**config.mk**
```make
export PLATFORM = sky130hd
export DESIGN_NAME = sw_control_v3_flat
export DESIGN_NICKNAME = d
export VERILOG_FILES = /design/src/rtl/sw_control_v3_if.sv /design/src/rtl/sw_control_v3.sv /design/src/flat_wrapper.sv
export SDC_FILE = /design/constraint.sdc
export NUM_CORES = 2
export LEC_CHECK = 0
export ABC_AREA = 1
export CORE_MARGIN = 5
export CORE_UTILIZATION = 56
export DETAILED_ROUTE_END_ITERATION = 12
export GPL_ROUTABILITY_DRIVEN = 1
export PLACE_DENSITY = 0.79
export SLEW_MARGIN = 25
export SYNTH_ARGS = -nofsm -noshare
export SYNTH_HDL_FRONTEND = slang
export SYNTH_SLANG_ARGS = --single-unit
```
**constraint.sdc**
```tcl
create_clock -name clk -period 61.7 [get_ports clk]
set_clock_uncertainty 0.2 [all_clocks]
set_input_delay 9.255 -clock clk [delete_from_list [all_inputs] [get_ports clk]]
set_output_delay 9.255 -clock clk [all_outputs]
set_load 0.005 [all_outputs]
```
**src/rtl/sw_control_v3_if.sv**
```systemverilog
// Beat/result bundle between the serial sequence loader, the SW scorer and the result collector.
interface sw_control_v3_if #(
  parameter int SW = 16
);
  logic [1:0]    Read_en;
  logic [1:0]    data_readin;
  logic          valid;
  logic [SW-1:0] max_result;

  modport master (output Read_en, data_readin, input valid, max_result);
  modport slave  (input Read_en, data_readin, output valid, max_result);
endinterface

```
**src/rtl/sw_control_v3.sv**
```systemverilog
// Smith-Waterman local-alignment scorer: serial 2-bit query/reference load, one DP cell per clock.
// Optional SW_SATURATE_EN: H saturates at all-ones instead of wrapping at SW bits.
module sw_control_v3 #(
  parameter int QMAX     = 64,
  parameter int RMAX     = 64,
  parameter int MATCH    = 2,
  parameter int MISMATCH = -1,
  parameter int GAP      = -1,
  parameter int SW       = 16
) (
  input  logic            clk,
  input  logic            rst,
  sw_control_v3_if.slave  bus
);

  localparam int QW  = $clog2(QMAX + 1);
  localparam int RW  = $clog2(RMAX + 1);
  localparam int QIW = $clog2(QMAX);
  localparam int RIW = $clog2(RMAX);
  localparam int XW  = SW + 2;

  localparam logic signed [XW-1:0] MATCH_X    = XW'(MATCH);
  localparam logic signed [XW-1:0] MISMATCH_X = XW'(MISMATCH);
  localparam logic signed [XW-1:0] GAP_X      = XW'(GAP);

  typedef enum logic [2:0] {IDLE, LOAD, CALC, DRAIN, DONE} state_t;

  state_t        state_q, state_d;
  logic [QW-1:0] qlen_q, qlen_d, j_q, j_d, qbase;
  logic [RW-1:0] rlen_q, rlen_d, i_q, i_d, rbase;
  logic [1:0]    query_q [0:QMAX-1];
  logic [1:0]    query_d [0:QMAX-1];
  logic [1:0]    ref_q   [0:RMAX-1];
  logic [1:0]    ref_d   [0:RMAX-1];
  logic [SW-1:0] row_q   [1:QMAX];
  logic [SW-1:0] row_d   [1:QMAX];
  logic [SW-1:0] diag_q, diag_d, left_q, left_d;
  logic [SW-1:0] hcell_q, hcell_d, max_q, max_d;
  logic          cell_vld_q, cell_vld_d;

  logic [QIW-1:0]         qidx;
  logic [RIW-1:0]         ridx;
  logic signed [XW-1:0]   s_cell, c_diag, c_up, c_left, c_best;
  logic [SW-1:0]          h_new;

  function automatic logic signed [XW-1:0] ext(input logic [SW-1:0] v);
    return $signed({2'b00, v});
  endfunction

  // Local alignment floors every cell at zero; the top end wraps or saturates.
  function automatic logic [SW-1:0] clamp_h(input logic signed [XW-1:0] v);
    if (v < 0) return '0;
`ifdef SW_SATURATE_EN
    else if (v > ext({SW{1'b1}})) return {SW{1'b1}};
`endif
    else return v[SW-1:0];
  endfunction

  // Cell (i,j): diag_q = H(i-1,j-1), row_q[j] = H(i-1,j), left_q = H(i,j-1).
  always_comb begin
    qidx   = QIW'(j_q - QW'(1));
    ridx   = RIW'(i_q - RW'(1));
    s_cell = (ref_q[ridx] == query_q[qidx]) ? MATCH_X : MISMATCH_X;
    c_diag = ext(diag_q) + s_cell;
    c_up   = ext(row_q[j_q]) + GAP_X;
    c_left = ext(left_q) + GAP_X;
    c_best = c_diag;
    if (c_up > c_best)   c_best = c_up;
    if (c_left > c_best) c_best = c_left;
    h_new  = clamp_h(c_best);
  end

  always_comb begin
    state_d    = state_q;
    qlen_d     = qlen_q;
    rlen_d     = rlen_q;
    i_d        = i_q;
    j_d        = j_q;
    query_d    = query_q;
    ref_d      = ref_q;
    row_d      = row_q;
    diag_d     = diag_q;
    left_d     = left_q;
    hcell_d    = hcell_q;
    cell_vld_d = 1'b0;
    max_d      = max_q;
    qbase      = qlen_q;
    rbase      = rlen_q;

    // Running max trails the cell datapath by one clock.
    if (cell_vld_q && (hcell_q > max_q)) max_d = hcell_q;

    case (state_q)
      IDLE, LOAD, DONE: begin
        case (bus.Read_en)
          2'b01, 2'b10: begin
            if (state_q == DONE) begin
              qbase  = '0;
              rbase  = '0;
              qlen_d = '0;
              rlen_d = '0;
              max_d  = '0;
            end
            state_d = LOAD;
            if (bus.Read_en == 2'b01) begin
              if (qbase < QW'(QMAX)) begin
                query_d[qbase[QIW-1:0]] = bus.data_readin;
                qlen_d = qbase + QW'(1);
              end
            end else begin
              if (rbase < RW'(RMAX)) begin
                ref_d[rbase[RIW-1:0]] = bus.data_readin;
                rlen_d = rbase + RW'(1);
              end
            end
          end
          2'b11: begin
            if (state_q != DONE) begin
              state_d = CALC;
              i_d     = RW'(1);
              j_d     = QW'(1);
              diag_d  = '0;
              left_d  = '0;
              max_d   = '0;
              row_d   = '{default: '0};
            end
          end
          default: ;
        endcase
      end
      CALC: begin
        if ((qlen_q == '0) || (rlen_q == '0)) begin
          state_d = DONE;
        end else begin
          row_d[j_q] = h_new;
          diag_d     = row_q[j_q];
          left_d     = h_new;
          hcell_d    = h_new;
          cell_vld_d = 1'b1;
          if (j_q == qlen_q) begin
            j_d    = QW'(1);
            diag_d = '0;
            left_d = '0;
            if (i_q == rlen_q) state_d = DRAIN;
            else               i_d = i_q + RW'(1);
          end else begin
            j_d = j_q + QW'(1);
          end
        end
      end
      DRAIN: state_d = DONE;
      default: state_d = IDLE;
    endcase
  end

  always_ff @(posedge clk or posedge rst) begin
    if (rst) begin
      state_q    <= IDLE;
      qlen_q     <= '0;
      rlen_q     <= '0;
      i_q        <= '0;
      j_q        <= '0;
      query_q    <= '{default: '0};
      ref_q      <= '{default: '0};
      row_q      <= '{default: '0};
      diag_q     <= '0;
      left_q     <= '0;
      hcell_q    <= '0;
      cell_vld_q <= 1'b0;
      max_q      <= '0;
    end else begin
      state_q    <= state_d;
      qlen_q     <= qlen_d;
      rlen_q     <= rlen_d;
      i_q        <= i_d;
      j_q        <= j_d;
      query_q    <= query_d;
      ref_q      <= ref_d;
      row_q      <= row_d;
      diag_q     <= diag_d;
      left_q     <= left_d;
      hcell_q    <= hcell_d;
      cell_vld_q <= cell_vld_d;
      max_q      <= max_d;
    end
  end

  assign bus.valid      = (state_q == DONE);
  assign bus.max_result = max_q;

endmodule

```
**src/flat_wrapper.sv**
```systemverilog
// flat-port wrapper written by rule: the top's interface ports become plain ports
module sw_control_v3_flat 
#(
  parameter int QMAX     = 64,
  parameter int RMAX     = 64,
  parameter int MATCH    = 2,
  parameter int MISMATCH = -1,
  parameter int GAP      = -1,
  parameter int SW       = 16
)
  (clk, rst, bus_Read_en, bus_data_readin, bus_valid, bus_max_result);
  sw_control_v3_if #(.SW(SW)) bus_i ();
  input  logic clk;
  input  logic rst;
  input wire logic [$bits(bus_i.Read_en)-1:0] bus_Read_en;
  input wire logic [$bits(bus_i.data_readin)-1:0] bus_data_readin;
  output wire logic [$bits(bus_i.valid)-1:0] bus_valid;
  output wire logic [$bits(bus_i.max_result)-1:0] bus_max_result;
  assign bus_i.Read_en = bus_Read_en;
  assign bus_i.data_readin = bus_data_readin;
  assign bus_valid = bus_i.valid;
  assign bus_max_result = bus_i.max_result;
  sw_control_v3 #(.QMAX(QMAX), .RMAX(RMAX), .MATCH(MATCH), .MISMATCH(MISMATCH), .GAP(GAP), .SW(SW)) u_core (.clk(clk), .rst(rst), .bus(bus_i));
endmodule
```
======== Word-level counts from Yosys, hierarchy flattened ========
Index checks and enable logic that the tools add are counted.
word-level totals
  bits in registers ....................... 1376
  output and inout port bits .............. 17
  input bits .............................. 6
  word-level logic and storage cells ...... 336
cells by class
  equality and inequality tests ........... 20
  bitwise gates (word level) .............. 7
  reductions and logical operators ........ 18
  add/sub/neg operators ................... 9
  magnitude comparators ................... 14
  muxes and demuxes ....................... 66
operators with widths
  operator                                                                        number
  1024-bit two-way mux                                                            3
  1024-bit case mux with 2 select lines                                           1
  1024-bit bitwise mux                                                            1
  128-bit bitwise mux                                                             2
  16-bit two-way mux                                                              14
  7-bit two-way mux                                                               17
  16-bit binary-select mux with 7-bit select                                      1
  16-bit demux with 7-bit select                                                  1
  16-bit case mux with 2 select lines                                             3
  18-bit two-way mux                                                              3
  17-bit by 1-bit adder with 18-bit output (second input constant)                2
  18-bit greater-than comparator                                                  2
  7-bit by 1-bit adder with 7-bit output (second input constant)                  4
  7-bit >= comparator (second input constant)                                     4
  6-bit NOT with 7-bit output                                                     4
  7-bit case mux with 2 select lines                                              2
  2-bit binary-select mux with 6-bit select                                       2
  2-bit demux with 6-bit select                                                   2
  17-bit by 18-bit adder with 18-bit output                                       1
  18-bit by 1-bit less-than comparator with 1-bit output (second input constant)  1
  16-bit greater-than comparator                                                  1
  4-bit AND reduction                                                             4
  7-bit equality test                                                             2
  7-bit zero test                                                                 2
  31 further kinds                                                                55

======== Logic depth before layout (Yosys ltp) ========
  depth after elaboration ................. 17
  depth in mapped cells ................... 65
  mapped depth without buffers ............ 55

======== Least setup slack after synthesis ========
No wires, ideal clock.
  path type ............................... input to register
  from .................................... input bus_Read_en[1]
  to ...................................... register u_core.ref_q[14] (netlist bit)
  cell stages on the path ................. 11
  path buffers ............................ 0
  arrival ................................. 11.361 ns
  required time ........................... 61.366 ns
  path slack .............................. 50.006 ns
  library setup time ...................... 0.134 ns
  path through ............................ inv_1 ha_1 inv_1 nor2_1 inv_1 nor2_1 inv_1 nor4_1 nand2_1 nand2_1 o21ai_0
on the way
  cells in the longest elaborated chain, start to end .. 3
  elaborated cells on any way between the ends .. 5
  those cells by class .................... 2 x eq/ne; 1 x bitwise; 2 x reduce/logical
ends and longest elaborated chain
  what                                                                                          line                                       source
  start, declared                                                                               flat_wrapper.sv:15                         input wire logic [$bits(bus_i.Read_en)-1:0] bus_Read_en;
  2-bit equality test / 2-bit by 1-bit equality test with 1-bit output (equally long branches)  sw_control_v3.sv:95, sw_control_v3.sv:105
  2-bit OR reduction / 1-bit NOT (equally long branches)                                        --
  4-bit AND reduction (no source line) (*)                                                      --
  end signal, assigned                                                                          sw_control_v3.sv:178                       ref_q <= ref_d;
  end, declared                                                                                 sw_control_v3.sv:33                        logic [1:0] ref_q [0:RMAX-1];
Mark *: on every way between the ends. The rest lies on a longest branch, timed or not.
A chain may end at the register's enable or synchronous reset.

==> flow_metrics.tcl <==
set metrics [dict create \
    status "finished clean" \
    htreeDepth 4 \
    antenna_found_initial 2 \
    hold_depth 2 \
    drv_cap 0 \
    core_area_mm2 0.129 \
    drv_slew 0 \
    period_share_pct 21.3 \
    hold_violations 0 \
    finalSetupViolCount 0 \
    cts_resized 0 \
    cts.clk_slew.worst_paths_ns 0.06 \
    critPathCaptureType "async pin" \
    cts_hold_buf 0 \
    max_freq_ghz 0.0762 \
    path_class "input port to async pin" \
    firstDrtPassIters 7 \
    place_congestion 0.966 \
    routed_via_density 6.14 \
    syn_to_final_growth_pct 8.49 \
    grt_pass1_vias 68100 \
    tns_ns 0 \
    die_w_um 371 \
    numClockSinks 1376 \
    die_h_um 371 \
    startpoint_type "input port" \
    relSlewSlack_pct 21.4 \
    worst_slew_pin_slew_ns 1.18 \
    clockRootBuffer "clkbuf_16" \
    synth-seq-cells 1376 \
    rsz0062_at_grt "false" \
    cts_buffer_depth 3 \
    numCtsBuffers 147 \
    hold_end "u_core.row_q[189]" \
    rows 132 \
    drc 0 \
    clk_latency_ns 0.80 \
    routedWlPerCell_um 21.6 \
    drt_iter0_markers 11400 \
    dpl.hpwl_um 145000 \
    grt_pass1_wl_um 392000 \
    r2r_end "u_core.row_q[237]" \
    portBuffers 22 \
    arrival_ns 13.72 \
    ios 23 \
    required_ns 62.30 \
    finalNetCount 9987 \
    holdCritStartpoint "u_core.row_q[189]" \
    cts_setup_buffers 0 \
    overflow 0 \
    start_util_pct 56.3 \
    dieArea_mm2 0.137 \
    r2r_cells 49 \
    ys_warn_count 0 \
    seq_area_frac_synth_pct 47.3 \
    rr_startpoint "u_core.j_q[1]" \
    synth_area_mm2 0.0728 \
    grt_max_degree 174 \
    avgSynthCellArea_um2 7.09 \
    routed_wirelength_um 254000 \
    synth_cell_types 51 \
    tritoncts "built" \
    drive_gt1_share_pct 5.10 \
    hp-class "flop to flop" \
    postSynthCellCount 10300 \
    synth_nets 10400 \
    ant_nets 0 \
    period_needed_ns 13.13 \
    crit_fanout 129 \
    vias 72200 \
    rrSetupSlack_ns 48.69 \
    grt_util_all_layers_pct 36.3 \
    nFillCells 11200 \
]
==> cells by family (layout without fill, tap and decap cells) <==
logic type,count (synthesis),after routing,synth area share [%]
adders and majority gates,79,79,1.36
other,0,1,0
AOI/OAI and AO/OA,635,635,4.54
xor gates and xnor gates,55,55,0.662
and+or+nand+nor,7229,7229,40.2
DFF,1376,1376,47.3
buffers and inverters,895,646,5.94
==> cell usage after synthesis (all sizes together) <==
master,n,share of area (%)
a2111oi,2,0.024
a211oi,18,0.19
a21boi,4,0.041
a21o,3,0.031
a21oi,145,1.0
a221oi,1,0.012
a22o,1,0.012
a22oi,2,0.021
a31oi,1,0.0086
a32oi,1,0.012
and2,16,0.14
and3,1,0.0086
buf,417,3.5
clkbuf,271,1.4
clkinv,4,0.021
dfrtp,1376,47
ha,79,1.4
inv,203,1.1
nand2,5425,28
nand3,1404,9.7
nand3b,2,0.026
nand4,15,0.13
nor2,264,1.4
nor3,90,0.62
nor3b,1,0.010
nor4,9,0.077
nor4b,1,0.012
o2111ai,1,0.012
o211ai,6,0.062
o21a,1,0.010
o21ai,440,3.0
o21bai,3,0.031
o22ai,5,0.043
o41ai,1,0.012
or2,1,0.0086
xnor2,17,0.20
xor2,38,0.46
==> layout by cell type, fill, tap and decap left out, drive strengths merged, types with 2 or more instances in the layout <==
cell type      synthesis  final
clkinvlp               0      2
a2111oi                2      2
ha                    79     79
o21ai                440    440
a21o                   3      3
a21boi                 4      4
nor4                   9      9
inv                  203    209
o22ai                  5      5
nand3               1404   1404
a211oi                18     18
xnor2                 17     17
buf                  417    150
clkdlybuf4s50          0     22
a21oi                145    145
nand3b                 2      2
nor2                 264    264
nand4                 15     15
nand2               5425   5425
nor3                  90     90
and2                  16     16
clkinv                 4     31
dfrtp               1376   1376
a22oi                  2      2
o211ai                 6      6
xor2                  38     38
bufinv                 0     15
clkbuf               271    217
o21bai                 3      3
==> metal layers <==
metal	share of wire, %	GRT usage (%)	up-vias
met5	0.0051	0.107	-
met4	7.3	22.2	2
met3	14	11.2	1131
met1	36	47.0	33900
li1	-	-	31800
met2	42	53.4	5375
==> registers in the layout, indices dropped and copies added, names as in the netlist <==
signal,count
u_core.bus.max_result,16
u_core.query_q,128
u_core.qlen_q,7
u_core.cell_vld_q,1
u_core.state_q,3
u_core.i_q,7
u_core.hcell_q,16
u_core.j_q,7
u_core.rlen_q,7
u_core.left_q,16
u_core.ref_q,128
u_core.diag_q,16
u_core.row_q,1024
==> through the flow <==
step | std cells | setup slack, ns | hold slack, ns | utilization, % | instance area [µm²]
detailed placement | 11500 | 47.63 | 0.265 | 56.9 | 73600
global route | 11800 | 47.90 | 0.289 | 61.1 | 79000
finish | 11800 | 48.57 | 0.279 | 61.1 | 79000
global placement | 11500 | 47.65 | 0.261 | 56.7 | 73400
floorplan | 10300 | 13.45 | 0.248 | - | 72800
CTS | 11800 | 48.34 | 0.281 | 60.8 | 78600
==> critical path, stage by stage <==
cell	delay [ns]
clkdlybuf4s50_1	0.49
inv_8	0.59
buf_4	0.78
buf_4	0.75
buf_4	0.84
buf_4	0.84
==> final cells by class <==
cell class                      count  area [µm²]  area share (%)
Timing Repair Buffer              172        1680            2.13
Multi-Input combinational cell   7998       34800            44.1
Clock inverter                     50         719           0.911
Clock buffer                      217        4330            5.48
Tap cell                         1742        2180            2.76
Sequential cell                  1376       34400            43.6
Inverter                          207         813            1.03
Antenna cell                        1        2.50         0.00317
==> how the worst max path moves through the flow <==
stage / startpoint / endpoint / slack [ns]
2_1_floorplan: rst / u_core.bus.max_result[0] / 13.45
3_3_place_gp: rst / u_core.row_q[82] / 47.65
3_5_place_dp: rst / u_core.row_q[98] / 47.63
4_1_cts: u_core.j_q[1] / u_core.row_q[237] / 48.34
5_1_grt: rst / u_core.row_q[42] / 47.90
6_report: rst / u_core.row_q[46] / 48.57
Power is not shown: default switching activity piles up to over one toggle a cycle in this logic, so the estimate is an artifact.
